[config.mk]
export PLATFORM = sky130hd
export DESIGN_NAME = valid_pulse_receiver
export DESIGN_NICKNAME = d
export VERILOG_FILES = /design/src/rtl/valid_pkg.sv /design/src/rtl/valid_pulse_checker.sv /design/src/rtl/valid_pulse_receiver.sv
export SDC_FILE = /design/constraint.sdc
export NUM_CORES = 1
export LEC_CHECK = 0
export ABC_AREA = 1
export BUFFER_PORTS_ARGS = -buffer_cell sky130_fd_sc_hd__buf_2
export CORE_AREA = 4 4 41 43
export CTS_BUF_LIST = sky130_fd_sc_hd__clkbuf_16
export DETAILED_ROUTE_END_ITERATION = 7
export DIE_AREA = 0 0 45 47
export MAX_ROUTING_LAYER = met4
export PLACE_DENSITY = 0.71
export SKIP_CTS_REPAIR_TIMING = 1
export SYNTH_ARGS = -nofsm -noshare
export SYNTH_HDL_FRONTEND = slang
export SYNTH_SLANG_ARGS = --single-unit
[constraint.sdc]
create_clock -name clk -period 1.6 [get_ports clk]
set_clock_uncertainty 0.05 [all_clocks]
set_input_delay 0.24 -clock clk [delete_from_list [all_inputs] [get_ports clk]]
set_output_delay 0.24 -clock clk [all_outputs]
set_load 0.01 [all_outputs]
[src/rtl/valid_pkg.sv]
// Protocol constants shared by both ends of the single-cycle valid pulse link.
package valid_pkg;

  typedef enum logic [1:0] {
    CHK_LOW   = 2'b00,
    CHK_HIGH  = 2'b01,
    CHK_STUCK = 2'b10
  } chk_state_t;

  localparam int unsigned DEF_CNT_W    = 4;
  localparam int unsigned DEF_MAX_PEND = 15;

endpackage

[src/rtl/valid_pulse_checker.sv]
// Pulse-width checker: turns each rising level of valid_in into one event
// strobe and flags pulses held longer than one cycle.
module valid_pulse_checker
  import valid_pkg::*;
(
  input  logic       clk,
  input  logic       rst,
  input  logic       valid_in,
  input  logic       clr_err,
  output logic       evt_o,
  output logic       proto_err_o,
  output chk_state_t state_o
);

  chk_state_t state_q, state_d;
  logic       proto_err_q, proto_err_d;

  always_comb begin
    state_d     = state_q;
    evt_o       = 1'b0;
    proto_err_d = proto_err_q & ~clr_err;
    case (state_q)
      CHK_LOW: begin
        if (valid_in) begin
          evt_o   = 1'b1;
          state_d = CHK_HIGH;
        end
      end
      CHK_HIGH: begin
        if (valid_in) begin
          proto_err_d = 1'b1;
          state_d     = CHK_STUCK;
        end else begin
          state_d = CHK_LOW;
        end
      end
      CHK_STUCK: begin
        if (!valid_in) state_d = CHK_LOW;
      end
      default: state_d = CHK_LOW;
    endcase
  end

  always_ff @(posedge clk) begin
    if (rst) begin
      state_q     <= CHK_LOW;
      proto_err_q <= 1'b0;
    end else begin
      state_q     <= state_d;
      proto_err_q <= proto_err_d;
    end
  end

  assign state_o     = state_q;
  assign proto_err_o = proto_err_q;

endmodule

[src/rtl/valid_pulse_receiver.sv]
// Receiver for the single-cycle valid pulse protocol: buffers events in a
// saturating counter and hands them downstream over valid/ready.
module valid_pulse_receiver
  import valid_pkg::*;
#(
  parameter int unsigned CNT_W    = DEF_CNT_W,
  parameter int unsigned MAX_PEND = DEF_MAX_PEND
) (
  input  logic             clk,
  input  logic             rst,
  input  logic             valid_in,
  output logic             out_valid,
  input  logic             out_ready,
  output logic [CNT_W-1:0] pending,
  output logic             overflow,
  output logic             proto_err,
  input  logic             clr_err,
  output logic [1:0]       chk_state
);

  localparam logic [CNT_W-1:0] MAX_CNT = CNT_W'(MAX_PEND);

  logic             evt;
  logic             deq;
  chk_state_t       chk_state_w;
  logic [CNT_W-1:0] pending_q, pending_d;
  logic             out_valid_q, out_valid_d;
  logic             overflow_q, overflow_d;

  valid_pulse_checker u_chk (
    .clk         (clk),
    .rst         (rst),
    .valid_in    (valid_in),
    .clr_err     (clr_err),
    .evt_o       (evt),
    .proto_err_o (proto_err),
    .state_o     (chk_state_w)
  );

  // Simultaneous accept and dequeue cancel out, even at saturation.
  always_comb begin
    deq         = out_valid_q & out_ready;
    pending_d   = pending_q;
    overflow_d  = overflow_q & ~clr_err;
    case ({evt, deq})
      2'b10: begin
        if (pending_q < MAX_CNT) pending_d = pending_q + 1'b1;
        else                     overflow_d = 1'b1;
      end
      2'b01:   pending_d = pending_q - 1'b1;
      default: pending_d = pending_q;
    endcase
    out_valid_d = (pending_d != '0);
  end

  always_ff @(posedge clk) begin
    if (rst) begin
      pending_q   <= '0;
      out_valid_q <= 1'b0;
      overflow_q  <= 1'b0;
    end else begin
      pending_q   <= pending_d;
      out_valid_q <= out_valid_d;
      overflow_q  <= overflow_d;
    end
  end

  assign pending   = pending_q;
  assign out_valid = out_valid_q;
  assign overflow  = overflow_q;
  assign chk_state = chk_state_w;

endmodule

==> run metrics, run 1 <==
startpoint-to-endpoint class of the critical path=flop to flop; initial antenna violation count=0; warning count from the yosys run=0; most frequent cell after synthesis=sky130_fd_sc_hd__nand2_1; fin. max-slew vios=0; overall routing resource usage=approximately 14%; flop and latch count out of synthesis=9; maximum fanout count along the critical path=3; first-pass GRT wire length=2040 um; Iter 0 DRT Violations=9; average cell area after synthesis=roughly 6.4 um2; worst slack at placement=-25.5 ps; Post-Place Cell Area=between 600 and 700 um2; Data required, critical path=roughly 1700 ps; combinational fraction of design power=between 30% and 40%; capture instance of the worst register-to-register path=out_valid; final-layout worst hold slack=about 220 ps; Crit. End Element=flop; highest ir drop seen on vdd=about 860 uV; vertical die dimension=47 um; Starting Density=43.6%; depth of the worst hold-timing path=4; leakage power figure=around 0.43 nW; total number of vias=~600; DR DRC count=0; cts bufs inserted=3; endpoint of the most critical setup path=out_valid; worst max-slew margin expressed relative to the limit=75.1%; portion of total power attributed to the clock network=between 30 and 40%; number of standard cells in the layout, taps in and fillers out=~130; final instance area=slightly above 800 um2; status=complete, no violations; cell area after synthesis=around 570 um2; clock latency on the worst-skew pair=approximately 230 ps; syn_nets=slightly below 100; final period demand of the worst path=1490 ps; kind of start point of the critical path=flop; setup violation total in the final timing report=0; Die ar.=~0.0021 mm2; Via-to-Cell Ratio=4.77; Synth top cells by count=24 x sky130_fd_sc_hd__nand2_1, 16 x sky130_fd_sc_hd__inv_1, 10 x sky130_fd_sc_hd__nor2_1; Synth Flop Type=sky130_fd_sc_hd__dfxtp_1; fraction of layout cells with a size suffix above 1=about two fifths; switching fraction of total power=~34%; number of hold violations in the final report=0; maximum frequency from static timing analysis=670 MHz; number of clock sinks seen by CTS=9; vias in the first global route=a little under 500; Antenna Cells=0; drt first pass iters=4; clock tree from TritonCTS=built; detailed placement HPWL=890 um; cell count after synthesis=88; CP arrival=1560 ps; htree depth=1; post-synth top area cell=sky130_fd_sc_hd__dfxtp_1; Clock Root Buffer=sky130_fd_sc_hd__clkbuf_16; width of the die=around 45 um; reported net switching power=roughly 410 uW; # port buffers=13; FILL cells=115; Worst Setup SP=u_chk.state_o[1]; setup repair after global routing missed its margin=no; clock-pin slew on the worst setup and hold paths=around 40 ps; placeable core region=between 0.001 and 0.0015 mm2; overflow left after global routing=0; power per cell area=1470 mW/mm2; Row Count=13; Worst Slack Setup Final=107 ps; Area growth syn-to-layout=44.2%; share of synthesized area occupied by flip-flops and latches=between 30% and 40%; class of the tightest hold or removal check=primary input to flop; number of flops mapped to enable cells by yosys=0; Worst Max-Slew Pin Slew=~370 ps; proportion of register bits with asynchronous set or reset after synthesis=0%; max-capacitance violation count=0; startpoint of the worst register-to-register path=u_chk.state_o[1]; average wire per cell in the routed design=roughly 11 um; most area-consuming cells after synthesis=sky130_fd_sc_hd__dfxtp_1 32%, sky130_fd_sc_hd__nand2_1 16%, sky130_fd_sc_hd__inv_1 11%; setup slack on the worst flop-to-flop path=around 110 ps; CTS max path bufs=2; number of different library cells in the post-synthesis netlist=18; cell-internal power=approximately 800 uW; Cells after DPL=120; placer's final routability congestion estimate=between 0.8 and 0.9; period utilization=93.3%; Reg power frac=27.4%; Register-to-Register Path Depth=9; Final ANT Viol Nets=0; pin count of the biggest net entering global routing=10; Detailed Route WL=approximately 1400 um; number of placed I/O pins=14; Final nets=between 100 and 150; area share of the leading cell type in the synthesized netlist=31.8%
-- area by class of cell --
type	instances	area [um2]	share of cell area [%]
timing repair buffer	20	121	14.9
inverter	18	70.1	8.58
clock inverter	1	3.75	0.459
clock buffer	3	75.1	9.19
tap	15	18.8	2.30
sequential	9	184	22.5
multi-input combinational	59	344	42.1
-- critical path, stage by stage (launching register included) --
cell                      delay [ps]
sky130_fd_sc_hd__dfxtp_2         330
sky130_fd_sc_hd__nor3_4          200
sky130_fd_sc_hd__inv_2            80
sky130_fd_sc_hd__ha_4            290
sky130_fd_sc_hd__buf_4           110
sky130_fd_sc_hd__nand2_1          50
sky130_fd_sc_hd__nand2_1          90
sky130_fd_sc_hd__nand2_1          60
sky130_fd_sc_hd__nand2_1          60
sky130_fd_sc_hd__nand3_2          70
-- routing by layer --
| layer | up-vias | share of wire [%] | global-route usage (%) | routed length, um |
|---|---|---|---|---|
| li1 | 314 | - | - | - |
| met4 | 0 | 0.37 | 5.26 | 5 |
| met2 | 13 | 55 | 24.0 | 746 |
| met1 | 267 | 41 | 16.3 | 548 |
| met3 | 2 | 3.8 | 2.68 | 51 |
| met5 | - | 0 | - | 0 |
-- logic make-up (layout without fill, tap and decap cells) --
| family | Yosys count | count (layout) | synth area share, % |
|---|---|---|---|
| AO/OA/AOI/OAI | 6 | 6 | 5.96 |
| adder cells (fa/ha/maj) | 4 | 4 | 8.83 |
| AND/OR/NAND/NOR | 49 | 49 | 38.2 |
| flip-flops | 9 | 9 | 31.8 |
| buffers and inverters | 20 | 42 | 15.2 |
-- power by group through the flow --
stage                     logic (mW)  clock network [mW]  registers [mW]
after global placement         0.388                   0           0.325
after floorplan                0.290                   0           0.327
after global routing           0.505               0.446           0.338
after detailed placement       0.395                   0           0.328
after CTS                      0.403               0.428           0.325
final                          0.445               0.425           0.329
-- worst min-delay path by stage --
stage	startpoint	slack, ps	to
3_3_place_gp	u_chk.proto_err_o	400	u_chk.proto_err_o
6_report	clr_err	220	overflow
4_1_cts	clr_err	220	overflow
2_1_floorplan	valid_in	350	u_chk.state_o[1]
3_5_place_dp	overflow	400	overflow
5_1_grt	rst	240	u_chk.state_o[0]
-- metrics by stage --
stage / utilization, % / setup TNS, ps / power, mW
2_1_floorplan: - / 0 / 0.617
3_3_place_gp: 52.2 / -23.9 / 0.713
3_5_place_dp: 52.2 / -25.5 / 0.722
4_1_cts: 58.3 / -136 / 1.16
5_1_grt: 62.8 / 0 / 1.29
6_report: 62.8 / 0 / 1.20
-- state kept, by name, indices dropped and copies added (netlist names) --
register and count:
out_valid 1, overflow 1, pending 4, u_chk.proto_err_o 1, u_chk.state_o 2
-- cell usage in the layout (no fill, tap or decap) --
cell / count
sky130_fd_sc_hd__nand3_1: 9
sky130_fd_sc_hd__ha_1: 1
sky130_fd_sc_hd__inv_1: 14
sky130_fd_sc_hd__dfxtp_1: 6
sky130_fd_sc_hd__nand3_2: 2
sky130_fd_sc_hd__buf_2: 13
sky130_fd_sc_hd__inv_2: 4
sky130_fd_sc_hd__clkbuf_16: 3
sky130_fd_sc_hd__nand4_1: 1
sky130_fd_sc_hd__ha_4: 2
sky130_fd_sc_hd__dfxtp_2: 3
sky130_fd_sc_hd__nor2_2: 1
sky130_fd_sc_hd__a21oi_1: 4
sky130_fd_sc_hd__buf_6: 1
sky130_fd_sc_hd__o21ai_2: 1
sky130_fd_sc_hd__inv_4: 1
sky130_fd_sc_hd__buf_4: 6
sky130_fd_sc_hd__nor3_4: 1
sky130_fd_sc_hd__nand2_1: 22
sky130_fd_sc_hd__ha_2: 1
sky130_fd_sc_hd__o21ai_1: 1
sky130_fd_sc_hd__nor2_1: 10
sky130_fd_sc_hd__nand2_2: 3
Power figures use the tool's default switching activity.
==> run 2, diff against run 1 <==
CORE_AREA = 2 2 39 41   (was 4 4 41 43)
DIE_AREA = 0 0 41 43   (was 0 0 45 47)
GPL_TIMING_DRIVEN = 0   (was not set)
PLACE_DENSITY = 0.68   (was 0.71)
clock period = 1.49 ns   (was 1.6 ns; I/O delays follow)
==> run 2 against run 1 <==
- the flow now finishes with violations (setup timing)
- sequential cell count stayed put
- via count is 1.5% lower
- clock power is 11% higher
- setup slack worse by 130 ps
- clock-buffer cell count stayed put
- global-route usage is 3.4 points higher
- utilization is 5.1 points lower
- die area is 17% lower
- critical path type unchanged
- critical endpoint unchanged
==> run metrics, run 2 (same netlist as run 1, synthesis figures left out) <==
status=finished with violations; violations in the final reports=setup timing; Sum Neg Setup Slack=-18.2 ps; DR DRC count=0; overflow left after global routing=0; Die ar.=between 0.0015 and 0.002 mm2; vias in the first global route=~480; Starting Density=41.0%; commonest non-fill, non-tap cell in the layout=sky130_fd_sc_hd__nand2_1; clock tree from TritonCTS=built; final period demand of the worst path=~1500 ps; setup violation total in the final timing report=1; maximum fanout count along the critical path=4; detailed placement HPWL=899 um; Iter 0 DRT Violations=21; number of placed I/O pins=14; vertical die dimension=between 40 and 50 um; Detailed Route WL=1350 um; Worst Slack Setup Final=-18.2 ps; number of clock sinks seen by CTS=9; Final ANT Viol Nets=0; number of hold violations in the final report=0; first-pass GRT wire length=1980 um; Largest register FFs=4; depth of the worst hold-timing path=4; placeable core region=roughly 0.0014 mm2; PnR Total Power=~1.3 mW; Crit. End Element=flop; max-capacitance violation count=0; Detail Route met2 WL=about 680 um; Worst Max-Slew Pin Slew=between 200 and 250 ps; kind of start point of the critical path=flop; top layer in use=met4; Register-to-Register Path Depth=9; overall routing resource usage=about 17%; fraction of layout cells with a size suffix above 1=around 32%; average wire per cell in the routed design=10.9 um; class of the tightest hold or removal check=primary input to flop; drt first pass iters=4; fin. max-slew vios=0; metal1 wirelength=601 um; clock latency on the worst-skew pair=240 ps; clock-pin slew on the worst setup and hold paths=~40 ps; maximum frequency from static timing analysis=approximately 660 MHz; Final nets=~120; setup repair after global routing missed its margin=yes; Data required, critical path=approximately 1600 ps; htree depth=1; total number of vias=approximately 590; commonest non-fill, non-tap cells in the layout=23 x sky130_fd_sc_hd__nand2_1, 15 x sky130_fd_sc_hd__inv_1, 12 x sky130_fd_sc_hd__buf_2; Clock Root Buffer=sky130_fd_sc_hd__clkbuf_16; Antenna Cells=0; period utilization=101%; startpoint-to-endpoint class of the critical path=flop to flop; width of the die=just over 40 um; CTS max path bufs=2; # port buffers=12; highest ir drop seen on vdd=793 uV; placer's final routability congestion estimate=0.727; DR WL met3=roughly 39 um; pin count of the biggest net entering global routing=9; CP arrival=about 1600 ps; power per cell area=1650 mW/mm2; worst max-slew margin expressed relative to the limit=a little over four fifths; Area growth syn-to-layout=40.8%; Via-to-Cell Ratio=about 4.7; cts bufs inserted=3; Row Count=14; initial antenna violation count=0; leakage power figure=around 0.42 nW
-- run 2: cell types whose count changed in the layout (fill, tap and decap cells not counted) --
cell and delta:
sky130_fd_sc_hd__dfxtp_2 -2, sky130_fd_sc_hd__dfxtp_1 +2, sky130_fd_sc_hd__inv_2 -2, sky130_fd_sc_hd__inv_1 +1, sky130_fd_sc_hd__buf_2 -1, sky130_fd_sc_hd__inv_4 +1, sky130_fd_sc_hd__buf_4 -2, sky130_fd_sc_hd__ha_2 -1
sky130_fd_sc_hd__nand2_1 +1, sky130_fd_sc_hd__nand2_2 -1, sky130_fd_sc_hd__clkbuf_2 +1, sky130_fd_sc_hd__ha_1 +1
-- run 2: worst paths after layout --
kind	start	to	slack [ps]
worst max-delay path	u_chk.state_o[1]	out_valid	-20
worst min-delay path	clr_err	overflow	210
worst max register to register	u_chk.state_o[1]	out_valid	-20
worst min register to register	overflow	overflow	410
-- run 2: final cells by class --
class | count | area [um2]
plain buffers | 2 | 16.3
clock buffers | 3 | 75.1
clock inverters | 1 | 3.75
fillers | 135 | 586
inverters | 18 | 72.6
multi-input cells | 59 | 339
flip-flops and latches | 9 | 181
well taps | 16 | 20.0
repair buffers | 16 | 90.1
-- run 2: critical path, stage by stage, from the launching register on --
cell,delay (ps)
sky130_fd_sc_hd__dfxtp_2,330
sky130_fd_sc_hd__nor3_4,200
sky130_fd_sc_hd__inv_2,80
sky130_fd_sc_hd__ha_4,310
sky130_fd_sc_hd__buf_4,120
sky130_fd_sc_hd__nand2_1,40
sky130_fd_sc_hd__nand2_1,90
sky130_fd_sc_hd__nand2_1,60
sky130_fd_sc_hd__nand2_1,60
sky130_fd_sc_hd__nand3_2,50
-- run 2: per-layer routing --
layer  global-route usage, %  up-vias
met2                    25.0       12
met1                    21.3      262
met4                    12.0        0
met3                    3.14        5
li1                        -      308
met5                       -        -
-- run 2: per-stage QoR --
stage                     instances  hold WS, ps  instance area (um2)  setup WS [ps]  utilization (%)
after floorplan                  88          338                  584           38.3                -
after global placement          116          399                  664          -38.8             48.0
after detailed placement        116          402                  664          -57.3             48.0
after CTS                       120          218                  743           -102             53.7
after global routing            124          236                  798          -95.1             57.7
final                           124          213                  798          -18.2             57.7
-- run 2: where the power goes --
| group | internal, mW | switching [mW] |
|---|---|---|
| clock network | 0.351 | 0.119 |
| logic | 0.220 | 0.294 |
| registers | 0.288 | 0.0460 |
